[config.mk]
export PLATFORM = sky130hd
export DESIGN_NAME = disp_scheduler
export DESIGN_NICKNAME = d
export VERILOG_FILES = /design/src/rtl/disp_scheduler.sv
export SDC_FILE = /design/constraint.sdc
export NUM_CORES = 1
export LEC_CHECK = 0
export BUFFER_PORTS_ARGS = -buffer_cell sky130_fd_sc_hd__buf_2
export CAP_MARGIN = 20
export CORE_UTILIZATION = 45
export CTS_CLUSTER_DIAMETER = 50
export DETAILED_ROUTE_END_ITERATION = 16
export PLACE_DENSITY = 0.74
export SLEW_MARGIN = 25
export SYNTH_ARGS = -nofsm -noshare
export SYNTH_HDL_FRONTEND = slang
export SYNTH_SLANG_ARGS = --single-unit
[constraint.sdc]
create_clock -name clk -period 2.65 [get_ports clk]
set_clock_uncertainty 0.15 [all_clocks]
set_input_delay 0.3975 -clock clk [delete_from_list [all_inputs] [get_ports clk]]
set_output_delay 0.3975 -clock clk [all_outputs]
set_load 0.005 [all_outputs]
[src/rtl/disp_scheduler.sv]
// disp_scheduler -- shares one 8-digit seven-segment display among four
// requesters, with an optional full-screen banner that overrides them all.
//
// Every ownership change passes through BLANK, an all-off gap of
// BLANK_CYCLES cycles. An owner holds the display for at least HOLD_CYCLES
// cycles before a higher-priority requester can take it. A lower-priority
// requester can never take the display from the current owner.
//
// Configuration macro: DISP_SCHEDULER_BANNER_EN
//   defined   : the BANNER state, the pending-banner flag and the banner
//               timer are built.
//   undefined : banner_req, an_banner and seg_banner are ignored, and
//               banner_active is tied low.
//
// Parameters
//   HOLD_CYCLES   minimum ownership time before a higher priority may preempt
//   BLANK_CYCLES  all-off cycles inserted at every ownership change
//   BANNER_CYCLES length of one banner showing
//   Any parameter value below 1 is treated as 1.
//
// Ports
//   clk             rising-edge clock
//   reset           synchronous, active-high reset
//   req[3:0]        display requests; bit 0 has the highest priority
//   an_in0..3       per-requester anode patterns (active-low, 8 bits)
//   seg_in0..3      per-requester segment patterns (active-low, 7 bits)
//   banner_req      single-cycle pulse that requests the banner
//   an_banner       banner anode pattern
//   seg_banner      banner segment pattern
//   AN              registered anode drive
//   led             registered segment drive
//   grant           one-hot current owner, or zero when there is no owner
//   banner_active   high while the banner is displayed
//
// Timing: all outputs are registered from the current state. grant, AN and
// led therefore change together, one cycle after a state transition. While
// a requester owns the display, AN and led follow that requester's inputs
// with one cycle of latency.
module disp_scheduler #(
  parameter int HOLD_CYCLES   = 100000000,
  parameter int BLANK_CYCLES  = 16,
  parameter int BANNER_CYCLES = 200000000
) (
  input  logic       clk,
  input  logic       reset,
  input  logic [3:0] req,
  input  logic [7:0] an_in0,
  input  logic [7:0] an_in1,
  input  logic [7:0] an_in2,
  input  logic [7:0] an_in3,
  input  logic [6:0] seg_in0,
  input  logic [6:0] seg_in1,
  input  logic [6:0] seg_in2,
  input  logic [6:0] seg_in3,
  input  logic       banner_req,
  input  logic [7:0] an_banner,
  input  logic [6:0] seg_banner,
  output logic [7:0] AN,
  output logic [6:0] led,
  output logic [3:0] grant,
  output logic       banner_active
);

  localparam int HOLD_N   = (HOLD_CYCLES   < 1) ? 1 : HOLD_CYCLES;
  localparam int BLANK_N  = (BLANK_CYCLES  < 1) ? 1 : BLANK_CYCLES;
  localparam int HOLD_W   = $clog2(HOLD_N + 1);
  localparam int BLANK_W  = $clog2(BLANK_N + 1);
  localparam logic [HOLD_W-1:0]  HOLD_MAX  = HOLD_W'(HOLD_N - 1);
  localparam logic [BLANK_W-1:0] BLANK_MAX = BLANK_W'(BLANK_N - 1);

`ifdef DISP_SCHEDULER_BANNER_EN
  localparam int BANNER_N = (BANNER_CYCLES < 1) ? 1 : BANNER_CYCLES;
  localparam int BANNER_W = $clog2(BANNER_N + 1);
  localparam logic [BANNER_W-1:0] BANNER_MAX = BANNER_W'(BANNER_N - 1);

  typedef enum logic [1:0] {
    BLANK  = 2'd0,
    OWN    = 2'd1,
    BANNER = 2'd2
  } state_t;
`else
  typedef enum logic [1:0] {
    BLANK = 2'd0,
    OWN   = 2'd1
  } state_t;
`endif

  state_t             state_r, state_nxt_s;
  logic [3:0]         owner_r, owner_nxt_s;
  logic [BLANK_W-1:0] blank_cnt_r, blank_cnt_nxt_s;
  logic [HOLD_W-1:0]  hold_cnt_r, hold_cnt_nxt_s;
  logic               take_banner_s;
  logic [7:0]         an_sel_s;
  logic [6:0]         seg_sel_s;

`ifdef DISP_SCHEDULER_BANNER_EN
  logic                banner_pending_r, banner_pending_nxt_s;
  logic [BANNER_W-1:0] banner_cnt_r, banner_cnt_nxt_s;

  // A pulse arriving this cycle counts immediately, so the owner is dropped
  // at the next edge rather than one cycle later.
  assign take_banner_s = banner_pending_r | banner_req;
`else
  logic unused_banner_s;

  assign take_banner_s   = 1'b0;
  assign unused_banner_s = ^{banner_req, an_banner, seg_banner};
`endif

  // Highest-priority (lowest-index) set bit of a request vector, as one-hot.
  function automatic logic [3:0] pick_first(input logic [3:0] r);
    logic [3:0] g;
    casez (r)
      4'b???1: g = 4'b0001;
      4'b??10: g = 4'b0010;
      4'b?100: g = 4'b0100;
      4'b1000: g = 4'b1000;
      default: g = 4'b0000;
    endcase
    return g;
  endfunction

  // Select the current owner's display patterns.
  always_comb begin
    an_sel_s  = 8'hFF;
    seg_sel_s = 7'h7F;
    case (owner_r)
      4'b0001: begin an_sel_s = an_in0; seg_sel_s = seg_in0; end
      4'b0010: begin an_sel_s = an_in1; seg_sel_s = seg_in1; end
      4'b0100: begin an_sel_s = an_in2; seg_sel_s = seg_in2; end
      4'b1000: begin an_sel_s = an_in3; seg_sel_s = seg_in3; end
      default: begin an_sel_s = 8'hFF;  seg_sel_s = 7'h7F;   end
    endcase
  end

  // Next-state, ownership and counter logic.
  always_comb begin
    state_nxt_s     = state_r;
    owner_nxt_s     = owner_r;
    blank_cnt_nxt_s = blank_cnt_r;
    hold_cnt_nxt_s  = hold_cnt_r;
`ifdef DISP_SCHEDULER_BANNER_EN
    banner_cnt_nxt_s     = banner_cnt_r;
    banner_pending_nxt_s = take_banner_s;
`endif
    case (state_r)
      BLANK: begin
        if (blank_cnt_r == BLANK_MAX) begin
          if (take_banner_s) begin
            owner_nxt_s = 4'b0000;
`ifdef DISP_SCHEDULER_BANNER_EN
            state_nxt_s          = BANNER;
            banner_cnt_nxt_s     = {BANNER_W{1'b0}};
            banner_pending_nxt_s = 1'b0;
`endif
          end else if (req != 4'b0000) begin
            state_nxt_s    = OWN;
            owner_nxt_s    = pick_first(req);
            hold_cnt_nxt_s = {HOLD_W{1'b0}};
          end else begin
            owner_nxt_s = 4'b0000;
          end
        end else begin
          blank_cnt_nxt_s = blank_cnt_r + BLANK_W'(1);
        end
      end
      OWN: begin
        // owner_r - 1 masks every bit below the one-hot owner, which are
        // exactly the higher-priority requesters.
        if (take_banner_s ||
            ((req & owner_r) == 4'b0000) ||
            ((hold_cnt_r == HOLD_MAX) && ((req & (owner_r - 4'd1)) != 4'b0000))) begin
          state_nxt_s     = BLANK;
          blank_cnt_nxt_s = {BLANK_W{1'b0}};
          owner_nxt_s     = 4'b0000;
        end else if (hold_cnt_r != HOLD_MAX) begin
          hold_cnt_nxt_s = hold_cnt_r + HOLD_W'(1);
        end else begin
          hold_cnt_nxt_s = hold_cnt_r;
        end
      end
`ifdef DISP_SCHEDULER_BANNER_EN
      BANNER: begin
        banner_pending_nxt_s = 1'b0;
        if (banner_req) begin
          // A new pulse restarts the banner and wins over the terminal count.
          banner_cnt_nxt_s = {BANNER_W{1'b0}};
        end else if (banner_cnt_r == BANNER_MAX) begin
          state_nxt_s      = BLANK;
          blank_cnt_nxt_s  = {BLANK_W{1'b0}};
          banner_cnt_nxt_s = {BANNER_W{1'b0}};
        end else begin
          banner_cnt_nxt_s = banner_cnt_r + BANNER_W'(1);
        end
      end
`endif
      default: begin
        state_nxt_s     = BLANK;
        blank_cnt_nxt_s = {BLANK_W{1'b0}};
        owner_nxt_s     = 4'b0000;
      end
    endcase
  end

  // State, ownership and counter registers.
  always_ff @(posedge clk) begin
    if (reset) begin
      state_r     <= BLANK;
      owner_r     <= 4'b0000;
      blank_cnt_r <= {BLANK_W{1'b0}};
      hold_cnt_r  <= {HOLD_W{1'b0}};
`ifdef DISP_SCHEDULER_BANNER_EN
      banner_cnt_r     <= {BANNER_W{1'b0}};
      banner_pending_r <= 1'b0;
`endif
    end else begin
      state_r     <= state_nxt_s;
      owner_r     <= owner_nxt_s;
      blank_cnt_r <= blank_cnt_nxt_s;
      hold_cnt_r  <= hold_cnt_nxt_s;
`ifdef DISP_SCHEDULER_BANNER_EN
      banner_cnt_r     <= banner_cnt_nxt_s;
      banner_pending_r <= banner_pending_nxt_s;
`endif
    end
  end

  // Registered display drive, grant and banner flag, taken from the current state.
  always_ff @(posedge clk) begin
    if (reset) begin
      AN            <= 8'hFF;
      led           <= 7'h7F;
      grant         <= 4'b0000;
      banner_active <= 1'b0;
    end else begin
      case (state_r)
        OWN: begin
          AN            <= an_sel_s;
          led           <= seg_sel_s;
          grant         <= owner_r;
          banner_active <= 1'b0;
        end
`ifdef DISP_SCHEDULER_BANNER_EN
        BANNER: begin
          AN            <= an_banner;
          led           <= seg_banner;
          grant         <= 4'b0000;
          banner_active <= 1'b1;
        end
`endif
        default: begin
          AN            <= 8'hFF;
          led           <= 7'h7F;
          grant         <= 4'b0000;
          banner_active <= 1'b0;
        end
      endcase
    end
  end

endmodule

Word-level counts from Yosys, hierarchy flattened
Cells that the tools add are included.
- multiplexer cells: 19
- $add $sub $neg: 3
- reductions and logical operators: 12
- eq/ne operators: 17
- bitwise logic cells: 3
- operators with widths (cell ; number):
    two-way mux 27 bit ; 4
    one-hot mux 27 bit (2 select lines) ; 1
    one-hot mux 8 bit (4 select lines) ; 1
    one-hot mux 7 bit (4 select lines) ; 1
    adder 27 x 1 -> 27 bit, second input constant ; 1
    == test 27 bit, second input constant ; 1
    != test 27 bit, second input constant ; 1
    one-hot mux 4 bit (4 select lines) ; 1
    two-way mux 4 bit ; 3
    != test 2 bit, second input constant ; 6
    two-way mux 5 bit ; 2
    one-hot mux 5 bit (2 select lines) ; 1
    AND 4 bit ; 2
    == test 4 bit, second input constant ; 2
    one-hot mux 4 bit (2 select lines) ; 1
    nonzero test 4 bit ; 2
    two-way mux 2 bit ; 3
    adder 5 x 1 -> 5 bit, second input constant ; 1
    == test 5 x 4 -> 1 bit, second input constant ; 1
    AND reduction 5 bit ; 1
    == test 4 x 1 -> 1 bit, second input constant ; 1
    == test 4 x 2 -> 1 bit, second input constant ; 1
    == test 4 x 3 -> 1 bit, second input constant ; 1
    zero test 4 bit ; 1
    13 further kinds ; 14
- output and inout bits: 20
- register bits after elaboration: 57
- logic and storage cells: 61

Logic depth before layout (Yosys ltp)
Gate-level depths: netlist of the first run.
- word-level depth: 7
- gate-level depth with buffers: 10
- mapped depth without buffers: 8

Worst setup path before layout of the first run
OpenSTA, ideal clock, no wires.
- kind: flip-flop to flip-flop
- start point: reg blank_cnt_r[0]
- end point: reg hold_cnt_r[25]
- path buffers: 2
- period minus slack after synthesis: 2.363 ns
- arrival: 2.068 ns
- setup slack: 0.287 ns
- required time: 2.356 ns
- cell stages (with the launch flop): 11
- path through: dfxtp_1 ha_1 and3_1 ha_1 a21oi_1 a21o_1 buf_2 or2_1 buf_2 o41ai_1 a21oi_1
- word-level cells in the longest chain between the ends: 3
- ends and longest elaborated chain (what ; RTL line ; text):
    start, declared ; 90 ; logic [BLANK_W-1:0] blank_cnt_r, blank_cnt_nxt_s;
    start signal, assigned ; 210 ; blank_cnt_r <= {BLANK_W{1'b0}};
    start signal, assigned ; 219 ; blank_cnt_r <= blank_cnt_nxt_s;
    == test 5 x 4 -> 1 bit ; 148 ; if (blank_cnt_r == BLANK_MAX) begin
    != test 2 bit (no line) ; n/a ;
    AND reduction 5 bit (no line) ; n/a ;
    end signal, assigned ; 211 ; hold_cnt_r <= {HOLD_W{1'b0}};
    end signal, assigned ; 220 ; hold_cnt_r <= hold_cnt_nxt_s;
    end, declared ; 91 ; logic [HOLD_W-1:0] hold_cnt_r, hold_cnt_nxt_s;
No other way between the ends.
A chain may end at the register's enable or synchronous reset.

Final worst setup path of the first run
- start point: reg blank_cnt_r[0]
- end point: reg hold_cnt_r[10]
The elaborated chain is that of the path after synthesis.

==> results of run 1 <==
-- cell usage in the layout (no fill, tap or decap), types with 3 or more instances in the layout --
cell and n:
nand3_1 35, inv_1 10, and3_1 6, nand4_1 6
dfxtp_1 56, clkbuf_8 6, nor3_1 8, a21oi_1 6
nand2_1 25, ha_1 5, nor2_1 30, nand3b_1 3
xor2_1 3, buf_4 11, buf_2 84, or4_1 7
nor4_1 11, o22ai_1 3, a22oi_1 32, a211oi_1 3
xnor2_1 15, a31oi_1 8, o21ai_0 7
-- metal layers --
| layer | vias up | part of all wire | GRT usage |
|---|---|---|---|
| met4 | 0 | 0.0099 | 0.0679 |
| met1 | 1288 | 0.45 | 0.268 |
| met2 | 82 | 0.49 | 0.347 |
| met3 | 8 | 0.056 | 0.0500 |
| li1 | 1397 | - | - |
| met5 | - | 0 | 0 |
-- cell type report --
type | count | share of cell area
Clock buffer | 8 | 0.0266
Inverter | 10 | 0.0111
Multi-Input combinational cell | 245 | 0.455
Sequential cell | 56 | 0.331
Tap cell | 75 | 0.0277
Timing Repair Buffer | 95 | 0.148
-- timing repair --
| action | in CTS | in global routing |
|---|---|---|
| gates resized for setup | 0 | 1 |
| endpoints found under the setup margin | 0 | 3 |
| hold buffers | 0 | 0 |
-- per-stage QoR --
step	worst slack, ns	setup TNS, ns	area (µm²)	utilization
after floorplan	0.287	0	2790	-
after global placement	0.201	0	3300	0.553
after detailed placement	0.127	0	3300	0.553
after CTS	0.0965	0	3390	0.568
after global routing	-0.00687	-0.0112	3390	0.569
final	0.125	0	3390	0.569
-- sequential cells by signal, summed over array words and instances, names as in the netlist --
register	cells
led	7
blank_cnt_r	5
owner_r	4
AN	8
hold_cnt_r	27
grant	4
state_r	1
-- power by group --
part           internal, µW  switching, µW  leakage (µW)  total, µW
Combinational          43.8           32.9      0.000684       76.7
Clock                   214            260     0.0000455        474
Sequential              845           4.34      0.000452        849
Total                  1100            298       0.00118       1400
-- cells by family after synthesis --
group	synth area share
xor gates and xnor gates	0.0566
DFF	0.402
muxes	0.00359
and+or+nand+nor	0.284
adders and majority gates	0.0269
other	0.00135
AOI/OAI and AO/OA	0.180
buffers and inverters	0.0453
-- worst register-to-register path: stages, from the launching register on --
cell and delay (ns):
dfxtp_1 0.40, ha_1 0.18, and3_1 0.16, ha_2 0.22
a21oi_1 0.08, a21o_1 0.20, or2_1 0.24, buf_4 0.19
or4_1 0.47, a31oi_1 0.16
-- path summary, 6_finish.rpt --
| kind | endpoint | startpoint | slack [ns] |
|---|---|---|---|
| max | hold_cnt_r[10] | blank_cnt_r[0] | 0.12 |
| min | led[4] | seg_in1[4] | 0.17 |
| max reg2reg | hold_cnt_r[10] | blank_cnt_r[0] | 0.12 |
| min reg2reg | hold_cnt_r[1] | hold_cnt_r[1] | 0.35 |
==> results.sh, run 1 <==
export IMPL_root_buffer="clkbuf_8"
export IMPL_regArea_um2=1120
export IMPL_routed_wl_um=6660
export IMPL_ys_top_cells_by_count="dfxtp_1 (56), nand3_1 (35), a22oi_1 (32)"
export IMPL_cp_slowest_cell="or4_1"
export IMPL_synth_top_area_frac=0.402
export IMPL_total_power_uw=1400
export IMPL_finalMaxSlewViolations=0
export IMPL_postRouteAntennaNets=0
export IMPL_nFillCells=535
export IMPL_synth_most_common_cell="dfxtp_1"
export IMPL_vias_per_cell=5.67
export IMPL_crit_type="reg -> reg"
export IMPL_hp_class="in -> reg"
export IMPL_setup_viol=0
export IMPL_start_util=0.468
export IMPL_clock_sinks=56
export IMPL_synth_area_leaders="dfxtp_1 (40%), a22oi_1 (8.6%), nand3_1 (6.3%)"
export IMPL_multi_input_area_um2=1540
export IMPL_io_pins=102
export IMPL_globalplace_congestion=0.834
export IMPL_dp_cells=481
export IMPL_max_vdd_ir_drop_uv=266
export IMPL_final_nets=501
export IMPL_dr_pass1_iters=4
export IMPL_drc=0
export IMPL_cts_tree="built"
export IMPL_vias=2775
export IMPL_clk_path_buf_depth=2
export IMPL_cp_depth=9
export IMPL_synth_ff_type="dfxtp_1"
export IMPL_critPathMaxStageDelay_ns=0.47
export IMPL_hold_path_depth=3
export IMPL_n_antenna_cell=0
export IMPL_antenna_found_initial=0
export IMPL_die_area_um2=6510
export IMPL_post_synth_top_area_cell="dfxtp_1"
export IMPL_dpl_hpwl_um=4980
export IMPL_num_rows=28
export IMPL_port_buffers=84
export IMPL_critical_path_endpoint_type="register"
export IMPL_cp_max_fo=14
export IMPL_synth_edff_count=0
export IMPL_tightest_slew_ns=0.593
export IMPL_ys_types=50
export IMPL_syn_to_final_growth_pct=21.5
export IMPL_critical_path_top_delay_family="simple AND/OR/NAND/NOR gates"
export IMPL_cap_violations=0
export IMPL_fin_cells=489
export IMPL_yosysWarningCount=0
export IMPL_synth_seq_area_share=0.402
export IMPL_post_drt_wl_per_cell_um=13.6
export IMPL_syn_avg_cell_area_um2=8.40
export IMPL_htreeDepth=2
export IMPL_period_minus_slack_ns=2.53
export IMPL_hold_slack_ns=0.170
export IMPL_core_area_um2=5960
export IMPL_die_x_um=80.7
export IMPL_crit_chain="ha_1 > and3_1 > ha_2 > a21oi_1 > a21o_1 > or2_1 > buf_4 > or4_1 > a31oi_1"
export IMPL_synth_fp_nets=420
export IMPL_arrival_ns=2.61
export IMPL_period_share=0.953
export IMPL_grt_usage=0.210
export IMPL_required_ns=2.74
export IMPL_leakage_uw=0.00118
export IMPL_synth_area_um2=2790
export IMPL_cp_buffers_inverters=1
export IMPL_hold_viol_final=0
export IMPL_grt_pass1_wl_um=10800
export IMPL_post_cts_buffers=0
export IMPL_drt_initial_drc_count=186
export IMPL_syn_instance_count=332
export IMPL_clock_latency_ns=0.30
export IMPL_grt_max_degree=20
export IMPL_cts_buffers=5
export IMPL_globalRouteOverflowTotal=0
export IMPL_r2r_cells=9
export IMPL_drive_gt1_frac=0.256
export IMPL_grt_pass1_vias=2480
export IMPL_max_freq_mhz=396
export IMPL_relSlewSlack=0.605
export IMPL_synth_ff_latch_count=56
export IMPL_die_h_um=80.7
export IMPL_cts_reportedPaths_clkPinSlew_ns=0.09
export IMPL_status="completed"
export IMPL_powerDensity_nw_per_um2=413
export IMPL_start_kind="register"
export IMPL_synth_async_reset_ratio=0
(Power assumes the default switching activity.)
==> run 2: changes to the inputs <==
Settings changed: PLACE_DENSITY 0.74 to 0.77, RECOVER_POWER set to 100.
Clock period 2.65 ns to 2.3 ns, I/O delays scaled along.
==> run 2 against run 1 <==
  * The run now ends with setup timing left
  * Sequential power up 15%
  * Sequential cell count is the same
  * Final cell count up 4.7%
  * Register-to-register slack lost 0.16 ns
  * First-iteration DRC count increased by 29%
  * Sequential share of layout area fell by 2.8 points
  * Utilization increased by 5.8 points
  * Routed wire length grew 16%
  * Critical path type unchanged
  * Highest routed layer unchanged
==> results.sh, run 2 (synthesis gave the netlist of run 1 again) <==
export IMPL_antenna_found_initial=0
export IMPL_max_freq_mhz=429
export IMPL_ff2ff_setup_slack_ns=-0.03
export IMPL_die_h_um=80.7
export IMPL_cts_buffers=5
export IMPL_grt_pass1_wl_um=11700
export IMPL_hp_class="in -> reg"
export IMPL_layout_common_cells="buf_2 (69), dfxtp_1 (49), nand3_1 (35)"
export IMPL_largest_reg_flops=27
export IMPL_max_vdd_ir_drop_uv=349
export IMPL_grt_usage=0.231
export IMPL_tightest_slew_ns=0.630
export IMPL_setup_worst_path_end="hold_cnt_r[7]"
export IMPL_io_pins=102
export IMPL_clk_path_buf_depth=2
export IMPL_grt_max_degree=20
export IMPL_nFillCells=508
export IMPL_rsz0062_at_grt="yes"
export IMPL_routed_wl_um=7730
export IMPL_vias_per_cell=5.79
export IMPL_start_kind="register"
export IMPL_final_common_cell="buf_2"
export IMPL_setup_ws_ns=-0.0332
export IMPL_die_area_um2=6510
export IMPL_drive_gt1_frac=0.314
export IMPL_clock_latency_ns=0.31
export IMPL_n_antenna_cell=0
export IMPL_htreeDepth=2
export IMPL_syn_to_final_growth_pct=33.9
export IMPL_hold_slack_ns=0.116
export IMPL_dpl_hpwl_um=5410
export IMPL_regMostFlops="hold_cnt_r"
export IMPL_period_share=1.01
export IMPL_r2r_cells=8
export IMPL_timing_rr_end="hold_cnt_r[7]"
export IMPL_dp_slack_ns=-0.00509
export IMPL_port_buffers=84
export IMPL_drc=0
export IMPL_root_buffer="clkbuf_8"
export IMPL_leakage_uw=0.00137
export IMPL_worstSetupStartpoint="blank_cnt_r[0]"
export IMPL_violations="setup timing"
export IMPL_cap_violations=0
export IMPL_setup_viol=1
export IMPL_arrival_ns=2.42
export IMPL_num_rows=28
export IMPL_status="finished, violations left"
export IMPL_r2r_start="blank_cnt_r[0]"
export IMPL_cp_max_fo=8
export IMPL_required_ns=2.39
export IMPL_cts_reportedPaths_clkPinSlew_ns=0.10
export IMPL_core_area_um2=5960
export IMPL_period_minus_slack_ns=2.33
export IMPL_finalMaxSlewViolations=0
export IMPL_die_x_um=80.7
export IMPL_fin_util=0.627
export IMPL_postRouteAntennaNets=0
export IMPL_drt_initial_drc_count=240
export IMPL_grt_pass1_vias=2635
export IMPL_final_nets=524
export IMPL_hold_viol_final=0
export IMPL_vias=2965
export IMPL_clock_sinks=56
export IMPL_dr_pass1_iters=5
export IMPL_relSlewSlack=0.579
export IMPL_globalRouteOverflowTotal=0
export IMPL_globalplace_congestion=0.851
export IMPL_top_regs="hold_cnt_r x27, AN x8, led x7"
export IMPL_ctsHoldBuffers=0
export IMPL_total_power_uw=1730
export IMPL_critical_path_endpoint_type="register"
export IMPL_powerDensity_nw_per_um2=464
export IMPL_crit_type="reg -> reg"
export IMPL_cts_tree="built"
export IMPL_start_util=0.468
export IMPL_post_drt_wl_per_cell_um=15.1
[run 2: changes by cell type in the layout (fill, tap and decap cells not counted), sizes merged]
cell and delta:
buf +7, bufinv +1, clkinv +1, clkbuf +14
[run 2: worst max-delay path, cell delays in order (launching register included)]
cell	delay (ns)
dfxtp_2	0.37
ha_4	0.14
and3_4	0.18
ha_4	0.13
a21oi_2	0.04
a21o_1	0.22
or2_4	0.31
or4_1	0.54
a31oi_1	0.17
[run 2: worst min path at each step]
stage,start,end,cells past startpoint
after floorplan,req[2],owner_r[2],2
after global placement,hold_cnt_r[25],hold_cnt_r[25],2
after detailed placement,hold_cnt_r[25],hold_cnt_r[25],2
after CTS,seg_in3[6],led[6],3
after global routing,seg_in3[6],led[6],3
final,an_in3[2],AN[2],3
[run 2: layout make-up]
cell class / count / area, µm² / area share
Multi-Input combinational cell: 245 / 1690 / 0.454
Sequential cell: 56 / 1130 / 0.303
Timing Repair Buffer: 118 / 669 / 0.179
Tap cell: 75 / 93.8 / 0.0251
Clock buffer: 6 / 72.6 / 0.0194
Inverter: 10 / 37.5 / 0.0101
Clock inverter: 2 / 35.0 / 0.00939
[run 2: power breakdown]
part	switching, µW	internal [µW]	total, µW
sequential	5.30	974	979
clock	319	324	643
combinational	45.4	63.3	109
total	370	1360	1730
[run 2: per-stage QoR]
step | setup TNS [ns] | cell area [µm²] | std cells
final | -0.0332 | 3730 | 512
after global routing | -0.172 | 3730 | 512
after CTS | 0 | 3590 | 510
after detailed placement | -0.00646 | 3480 | 502
after global placement | 0 | 3480 | 502
after floorplan | 0 | 2800 | 332
[run 2: metal layers]
metal / GRT usage / part of all wire / vias up
met5: 0 / 0 / -
met2: 0.397 / 0.52 / 106
met4: 0.0607 / 0.010 / 0
li1: - / - / 1436
met3: 0.0455 / 0.049 / 4
met1: 0.293 / 0.42 / 1419
[run 2: what timing repair did]
item                       in CTS  in global routing
pin swaps                       1                  6
setup buffers                   0                  2
hold endpoints to repair        0                  0
setup endpoints to repair       4                 32
gates resized for setup         2                 29
